`config.mk`:
```
export PLATFORM = sky130hd
export DESIGN_NAME = modexp_sequencer
export DESIGN_NICKNAME = d
export VERILOG_FILES = /design/src/rtl/modexp_sequencer.sv
export SDC_FILE = /design/constraint.sdc
export NUM_CORES = 1
export LEC_CHECK = 0
export ABC_AREA = 0
export CORE_ASPECT_RATIO = 1.2
export CORE_MARGIN = 4
export CORE_UTILIZATION = 43
export DETAILED_ROUTE_END_ITERATION = 7
export PLACE_DENSITY = 0.85
export SETUP_SLACK_MARGIN = 0.2
export SLEW_MARGIN = 20
export SYNTH_ARGS = -nofsm -noshare
export SYNTH_HDL_FRONTEND = slang
export SYNTH_SLANG_ARGS = --single-unit
```
`constraint.sdc`:
```
create_clock -name clk -period 1.7 [get_ports clk]
set_input_delay 0.34 -clock clk [delete_from_list [all_inputs] [get_ports clk]]
set_output_delay 0.34 -clock clk [all_outputs]
set_load 0.02 [all_outputs]
```
`src/rtl/modexp_sequencer.sv`:
```
// Command sequencer for left-to-right square-and-multiply modular exponentiation.
// It issues INIT/SQUARE/MULTIPLY commands to an external modular multiplier.
module modexp_sequencer #(
    parameter int EXP_W = 16,
    parameter int IDX_W = 4
) (
    input  logic             clk,
    input  logic             reset,
    input  logic             start,
    input  logic [EXP_W-1:0] exponent,
    output logic             mul_req,
    output logic [1:0]       mul_op,
    input  logic             mul_ack,
    output logic [IDX_W-1:0] bit_idx,
    output logic             busy,
    output logic             done,
    output logic [2:0]       state_dbg
);

    typedef enum logic [2:0] {
        S_IDLE = 3'd0,
        S_INIT = 3'd1,
        S_SQ   = 3'd2,
        S_MUL  = 3'd3,
        S_GAP  = 3'd4,
        S_DONE = 3'd5
    } state_t;

    localparam logic [1:0] OP_INIT = 2'b00;
    localparam logic [1:0] OP_SQ   = 2'b01;
    localparam logic [1:0] OP_MUL  = 2'b10;

    state_t           state, state_n;
    logic [EXP_W-1:0] exp_q, exp_n;
    logic [IDX_W-1:0] idx_q, idx_n;
    logic             gap_mul, gap_mul_n;

    always_ff @(posedge clk) begin
        if (reset) begin
            state   <= S_IDLE;
            exp_q   <= '0;
            idx_q   <= '0;
            gap_mul <= 1'b0;
        end else begin
            state   <= state_n;
            exp_q   <= exp_n;
            idx_q   <= idx_n;
            gap_mul <= gap_mul_n;
        end
    end

    // Handshake: mul_req/mul_op stay stable until mul_ack is sampled high at an
    // edge; that edge completes the command and mul_req drops for at least one
    // cycle (GAP or DONE). mul_ack is ignored whenever mul_req is low.
    always_comb begin
        state_n   = state;
        exp_n     = exp_q;
        idx_n     = idx_q;
        gap_mul_n = gap_mul;
        case (state)
            S_IDLE: begin
                if (start) begin
                    exp_n     = exponent;
                    idx_n     = IDX_W'(EXP_W - 1);
                    gap_mul_n = 1'b0;
                    state_n   = S_INIT;
                end
            end
            S_INIT: begin
                if (mul_ack) begin
                    gap_mul_n = 1'b0;
                    state_n   = S_GAP;
                end
            end
            S_SQ: begin
                if (mul_ack) begin
                    if (exp_q[idx_q]) begin
                        gap_mul_n = 1'b1;
                        state_n   = S_GAP;
                    end else if (idx_q == '0) begin
                        state_n = S_DONE;
                    end else begin
                        idx_n     = idx_q - IDX_W'(1);
                        gap_mul_n = 1'b0;
                        state_n   = S_GAP;
                    end
                end
            end
            S_MUL: begin
                if (mul_ack) begin
                    if (idx_q == '0) begin
                        state_n = S_DONE;
                    end else begin
                        idx_n     = idx_q - IDX_W'(1);
                        gap_mul_n = 1'b0;
                        state_n   = S_GAP;
                    end
                end
            end
            S_GAP:   state_n = gap_mul ? S_MUL : S_SQ;
            S_DONE:  state_n = S_IDLE;
            default: state_n = S_IDLE;
        endcase
    end

    always_comb begin
        mul_req = 1'b0;
        mul_op  = OP_INIT;
        case (state)
            S_INIT: begin mul_req = 1'b1; mul_op = OP_INIT; end
            S_SQ:   begin mul_req = 1'b1; mul_op = OP_SQ;   end
            S_MUL:  begin mul_req = 1'b1; mul_op = OP_MUL;  end
            default: begin mul_req = 1'b0; mul_op = OP_INIT; end
        endcase
    end

    assign busy      = (state != S_IDLE) && (state != S_DONE);
    assign done      = (state == S_DONE);
    assign bit_idx   = idx_q;
    assign state_dbg = state;

endmodule

```
==> out/results.tsv, run 1 <==
metric	value	unit
status	finished, violations left	
violations	setup timing	
syn_nets	169	
grt_overflow	0	
crit_fanout	7	
die_y	66.8	µm
period_needed	1.84	ns
synth-seq-cells	24	
start_util	0.444	
yosysSeqAreaShare	0.388	
layout_commonest_cell	nand2_1	
vdd_drop_max	0.787	mV
clockPowerShare	0.168	
synthSimpleGateAreaFrac	0.247	
p_sw	0.767	mW
numCtsBuffers	3	
finalSetupViolCount	5	
synth_compound_area_frac	0.225	
cts.htree.levels	1	
drc	0	
drv_cap	0	
grt_pass1_vias	1233	
die_x	57.0	µm
met3_length	160	µm
cts_sinks	24	
end_kind	flop	
cts_buffer_depth	2	
power.total	2.11	mW
antenna_found_initial	0	
p_comb_frac	0.483	
clock_latency	0.32	ns
portBuffers	31	
dp_cells	225	
critPathLaunchType	flop	
syn_inst	148	
drive_gt1_frac	0.353	
pwr-share-seq	0.349	
grt_first_pass_wirelength	5.49	mm
synth_edf_count	0	
coreArea	2790	µm²
highest_layer	met4	
clk_pin_slew_worst_paths	0.14	ns
avgSynthCellArea	8.36	µm²
mostFrequentLayoutCells	34 x nand2_1, 28 x buf_4, 21 x a21oi_1	
critical_path_arrival	2.06	ns
synthAdderAreaFrac	0.0101	
place.gp.congestion	0.915	
synth_top_family_by_area	simple AND/OR/NAND/NOR gates	
drt-vias-per-instance	5.19	
dpl_worst_slack	-0.158	ns
synth.distinct_cells	39	
clock-skew-final	0.0178	ns
muxShareOfSynthArea	0.0738	
wl_met1	1.37	mm
synthArstFlopShare	0	
vias	1220	
ctsHoldBuffers	0	
cts_root_buffer	clkbuf_4	
io_pins	32	
area_growth	54.1	%
placed_cell_area	1730	µm²
synth_area_leaders	dfxtp_1 39%, nand2_1 10%, a21oi_1 8.9%	
holdWs	0.464	ns
synth.cell_area	1240	µm²
powerDensity	1110	nW/µm²
max_freq	0.543	GHz
worstSetupPathType	reg -> reg	
drtIter0Drc	15	
hold_path.class	reg -> reg	
drv_slew	0	
fin_util	0.685	
synth_top_area_frac	0.388	
min_period_over_period	1.08	
stdcell_area	1910	µm²
worst_pin_slew	0.343	ns
cp.required	1.91	ns
switching_share	0.363	
grt_usage	0.180	
ys.flop_type	dfxtp_1	
fin_ws	-0.141	ns
final_nets	223	
slew_headroom	0.771	
synth-xor-area-share	0.00708	
hold_viol	0	
ant_nets	0	
yosysTopAreaCell	dfxtp_1	
firstDrtPassIters	4	
antenna_cells	0	
grt_start_max_net_pins	18	
instances_no_fill	235	
dieArea	3800	µm²
yosysWarnings	0	
wl_per_cell	14.2	µm
leakagePower	0.780	nW
dp_hpwl	2.50	mm
cts_tree	built	
internal-power	1.35	mW
core.rowCount	21	
setup_tns	-0.587	ns
met2_length	1.78	mm
wl	3.35	mm
rsz0062_at_grt	yes	
==> cell usage after synthesis, types with 2 or more instances <==
| master | number |
|---|---|
| nor2b_1 | 3 |
| nand2b_1 | 4 |
| mux2_2 | 2 |
| nor2_1 | 13 |
| o22ai_1 | 2 |
| nand2_1 | 34 |
| inv_1 | 4 |
| buf_2 | 3 |
| mux2i_1 | 2 |
| clkbuf_1 | 5 |
| dfxtp_1 | 24 |
| a21oi_1 | 22 |
| a211oi_1 | 2 |
| a311oi_1 | 3 |
==> what timing repair did <==
item / in CTS / in global routing
resized for setup: 42 / 31
hold endpoints to repair: 0 / 0
setup endpoints to repair: 18 / 19
pin swaps: 0 / 9
setup buffers: 1 / 5
==> worst paths after layout <==
check / from / end / slack, ns / cells past startpoint
hold reg to reg: exp_q[5]$_SDFFE_PP0P_ / exp_q[5]$_SDFFE_PP0P_ / 0.46 / 2
setup reg to reg: bit_idx[0]$_SDFFE_PP0P_ / bit_idx[2]$_SDFFE_PP0P_ / -0.14 / 5
setup / recovery: bit_idx[0]$_SDFFE_PP0P_ / bit_idx[2]$_SDFFE_PP0P_ / -0.14 / 5
hold / removal: exp_q[5]$_SDFFE_PP0P_ / exp_q[5]$_SDFFE_PP0P_ / 0.46 / 2
==> registers in the layout (all words and copies together), names as in the netlist <==
signal and flops:
state_dbg 3, gap_mul 1, bit_idx 4, exp_q 16
==> cells by family after synthesis <==
kind of cell             after synthesis
AO/OA/AOI/OAI                         40
XOR/XNOR                               1
adder cells (fa/ha/maj)                1
buffers and inverters                 13
flip-flops                            24
multiplexers                           6
AND/OR/NAND/NOR                       63
==> metal layers <==
metal / vias to the layer above / global-route usage
met5: - / 0
li1: 620 / -
met4: 0 / 0.0667
met2: 35 / 0.327
met3: 4 / 0.0252
met1: 561 / 0.213
==> power by group through the flow <==
| stage | sequential [mW] | combinational, mW | clock, mW |
|---|---|---|---|
| global placement | 0.728 | 0.886 | 0 |
| floorplan | 0.742 | 0.543 | 0 |
| finish | 0.738 | 1.02 | 0.355 |
| CTS | 0.726 | 0.916 | 0.366 |
| detailed placement | 0.735 | 0.918 | 0 |
| global route | 0.753 | 1.11 | 0.384 |
==> area by class of cell <==
type | count | area, µm²
fill | 223 | 878
timing repair buffer | 58 | 505
inverter | 4 | 15.0
tap | 34 | 42.5
clock buffer | 4 | 47.5
sequential | 24 | 497
multi-input combinational | 111 | 800
==> critical path, cell delays in order (launching register included) <==
cell and delay (ns):
dfxtp_4 0.42, mux4_2 0.52, a22o_4 0.28, o221a_4 0.25, nor3_4 0.16, a311oi_1 0.12
Note: power is estimated with default switching activity, not from simulation.
==> run 2, diff against run 1 <==
--- a/config.mk
+++ b/config.mk
@@ -11,6 +11,7 @@
 export CORE_UTILIZATION = 43
 export DETAILED_ROUTE_END_ITERATION = 7
 export PLACE_DENSITY = 0.85
+export REMOVE_ABC_BUFFERS = 1
 export SETUP_SLACK_MARGIN = 0.2
 export SLEW_MARGIN = 20
 export SYNTH_ARGS = -nofsm -noshare
==> run 2 against run 1 <==
Compared with the run above:
- the flow still finishes with violations (setup timing)
- setup slack got worse by 0.069 ns
- critical path type unchanged
- core utilization increased by 1.1 points
- non-clock buffer count increased by 1
- global-route usage increased by 0.44 points
- die area unchanged
- via count increased by 6.7%
- maximum frequency decreased by 3.6%
- register-to-register slack got worse by 0.07 ns
- final cell count increased by 0.43%
==> out/results.tsv, run 2 (synthesis results as in run 1) <==
metric	value	unit	change
worstSetupPathType	reg -> reg		
crit_family	compound AO/OA/AOI/OAI gates		
critPathLaunchType	flop		
final_nets	224		+0.45%
worstSetupPathDepth	5		unchanged
dp_hpwl	2.53	mm	+1.2%
stdcell_area	1940	µm²	+1.6%
rsz0062_at_grt	yes		
grt_pass1_vias	1262		+2.4%
cts.htree.levels	1		unchanged
crit_fanout	4		-3
clock_latency	0.32	ns	about the same
violations	setup timing		
r2r.worst_path.cells	5		unchanged
drv_cap	0		unchanged
hold_path.class	reg -> reg		
powerDensity	1120	nW/µm²	+1.1%
wl	3.74	mm	+12%
timing.rr.start	bit_idx[0]$_SDFFE_PP0P_		
cts_root_buffer	clkbuf_4		
leakagePower	0.782	nW	+0.20%
min_period_over_period	1.12		+0.0408
grt_usage	0.185		+0.00438
cts_sinks	24		unchanged
dieArea	3800	µm²	unchanged
worst_pin_slew	0.349	ns	+0.00647 ns
finalSetupViolCount	6		+1
clk_pin_slew_worst_paths	0.13	ns	about the same
slowest_stage	mux4_2		
p_comb_frac	0.527		+0.044
drc	0		unchanged
coreArea	2790	µm²	unchanged
core.rowCount	21		unchanged
r2r-end	bit_idx[3]$_SDFFE_PP0P_		
fin_ws	-0.210	ns	-0.0694 ns
end_kind	flop		
drv_slew	0		unchanged
clockPowerShare	0.140		-0.028
startpoint	bit_idx[0]$_SDFFE_PP0P_		
antenna_cells	0		unchanged
internal-power	1.35	mW	about the same
max_freq	0.524	GHz	-3.6%
fin_util	0.696		+0.0112
cts_tree	built		
period_needed	1.91	ns	+0.0694 ns
critPathMaxStageDelay	0.51	ns	about the same
die_y	66.8	µm	unchanged
io_pins	32		unchanged
drive_gt1_frac	0.381		+0.0280
status	finished, violations left		
clock-skew-final	0.00842	ns	-0.00934 ns
largest_register_ffs	16		unchanged
firstDrtPassIters	4		unchanged
cts_buffer_depth	2		unchanged
pwr-share-seq	0.333		-0.016
top_register	exp_q		
switching_share	0.380		+0.0167
grt_first_pass_wirelength	5.56	mm	+1.3%
drt-vias-per-instance	5.52		+6.3%
place.gp.congestion	0.970		+6.0%
hold_viol	0		unchanged
layout_commonest_cell	nand2_1		
start_util	0.444		unchanged
portBuffers	31		unchanged
p_sw	0.825	mW	+7.5%
critical_path_arrival	2.14	ns	+0.08 ns
vias	1302		+6.7%
die_x	57.0	µm	unchanged
area_growth	56.6	%	
mostFrequentLayoutCells	34 x nand2_1, 23 x buf_4, 20 x a21oi_1, 20 x dfxtp_1, 19 x clkdlybuf4s50_1		
numCtsBuffers	3		unchanged
grt_overflow	0		unchanged
vdd_drop_max	0.805	mV	+2.2%
drtIter0Drc	73		+58
antenna_found_initial	0		unchanged
wl_per_cell	15.8	µm	+11%
grt_start_max_net_pins	18		unchanged
crit_buf_inv	0		unchanged
whs_path_depth	2		unchanged
ant_nets	0		unchanged
path_cells	mux4_2, a22o_4, o221ai_4, a21oi_1, a311oi_1		
rrSetupSlack	-0.21	ns	-0.07 ns
cp.required	1.93	ns	+0.02 ns
endpoint	bit_idx[3]$_SDFFE_PP0P_		
slew_headroom	0.767		-0.00408
placed_cell_area	1740	µm²	+0.73%
## run 2: cell types whose count changed in the layout (fill, tap and decap cells not counted), sizes merged
cell / before / now
clkbuf: 5 / 8
clkdlybuf4s15: 2 / 0
## run 2: stage by stage
step	total power, mW	hold slack (ns)	TNS [ns]	setup slack [ns]	cells
2_1_floorplan	1.21	0.409	-2.14	-0.425	139
3_3_place_gp	1.63	0.441	-0.495	-0.111	228
3_5_place_dp	1.67	0.445	-0.806	-0.172	228
4_1_cts	2.00	0.468	-0.725	-0.154	234
5_1_grt	2.30	0.492	-1.28	-0.292	236
6_report	2.17	0.467	-0.972	-0.210	236
## run 2: cell type report
type	instances	area (µm²)
Inverter	4	15.0
Sequential cell	24	495
Tap cell	34	42.5
Multi-Input combinational cell	111	822
Fill cell	202	847
Clock buffer	4	36.3
Timing Repair Buffer	59	527
## run 2: what timing repair did
action	in CTS	in global routing
hold buffers	0	0
pin swaps	8	9
setup endpoints to repair	18	16
resized for setup	51	36
buffers inserted	2	2
## run 2: worst register-to-register path: cells and delay by family (launching register included)
kind / cells / cell delay, ns
AOI/OAI and AO/OA: 4 / 0.91
DFF: 1 / 0.40
muxes: 1 / 0.51
## run 2: how the worst min path moves through the flow
stage	startpoint	endpoint	slack, ns
final	exp_q[12]$_SDFFE_PP0P_	exp_q[12]$_SDFFE_PP0P_	0.47
after floorplan	reset	exp_q[0]$_SDFFE_PP0P_	0.41
after CTS	exp_q[12]$_SDFFE_PP0P_	exp_q[12]$_SDFFE_PP0P_	0.47
after global routing	exp_q[4]$_SDFFE_PP0P_	exp_q[4]$_SDFFE_PP0P_	0.49
after global placement	exp_q[12]$_SDFFE_PP0P_	exp_q[12]$_SDFFE_PP0P_	0.44
after detailed placement	exp_q[4]$_SDFFE_PP0P_	exp_q[4]$_SDFFE_PP0P_	0.45
## run 2: per-layer routing
layer / up-vias / wire, µm / global-route usage
met5: - / 0 / 0
met4: 0 / 112 / 0.0899
met3: 11 / 160 / 0.0194
met2: 40 / 1930 / 0.313
met1: 625 / 1540 / 0.232
li1: 626 / - / -
## run 2: power by group through the flow
| stage | Clock (mW) | Sequential [mW] | Combinational, mW |
|---|---|---|---|
| floorplan | 0 | 0.779 | 0.435 |
| global placement | 0 | 0.716 | 0.911 |
| detailed placement | 0 | 0.721 | 0.948 |
| CTS | 0.311 | 0.720 | 0.968 |
| global route | 0.330 | 0.736 | 1.24 |
| finish | 0.305 | 0.723 | 1.15 |
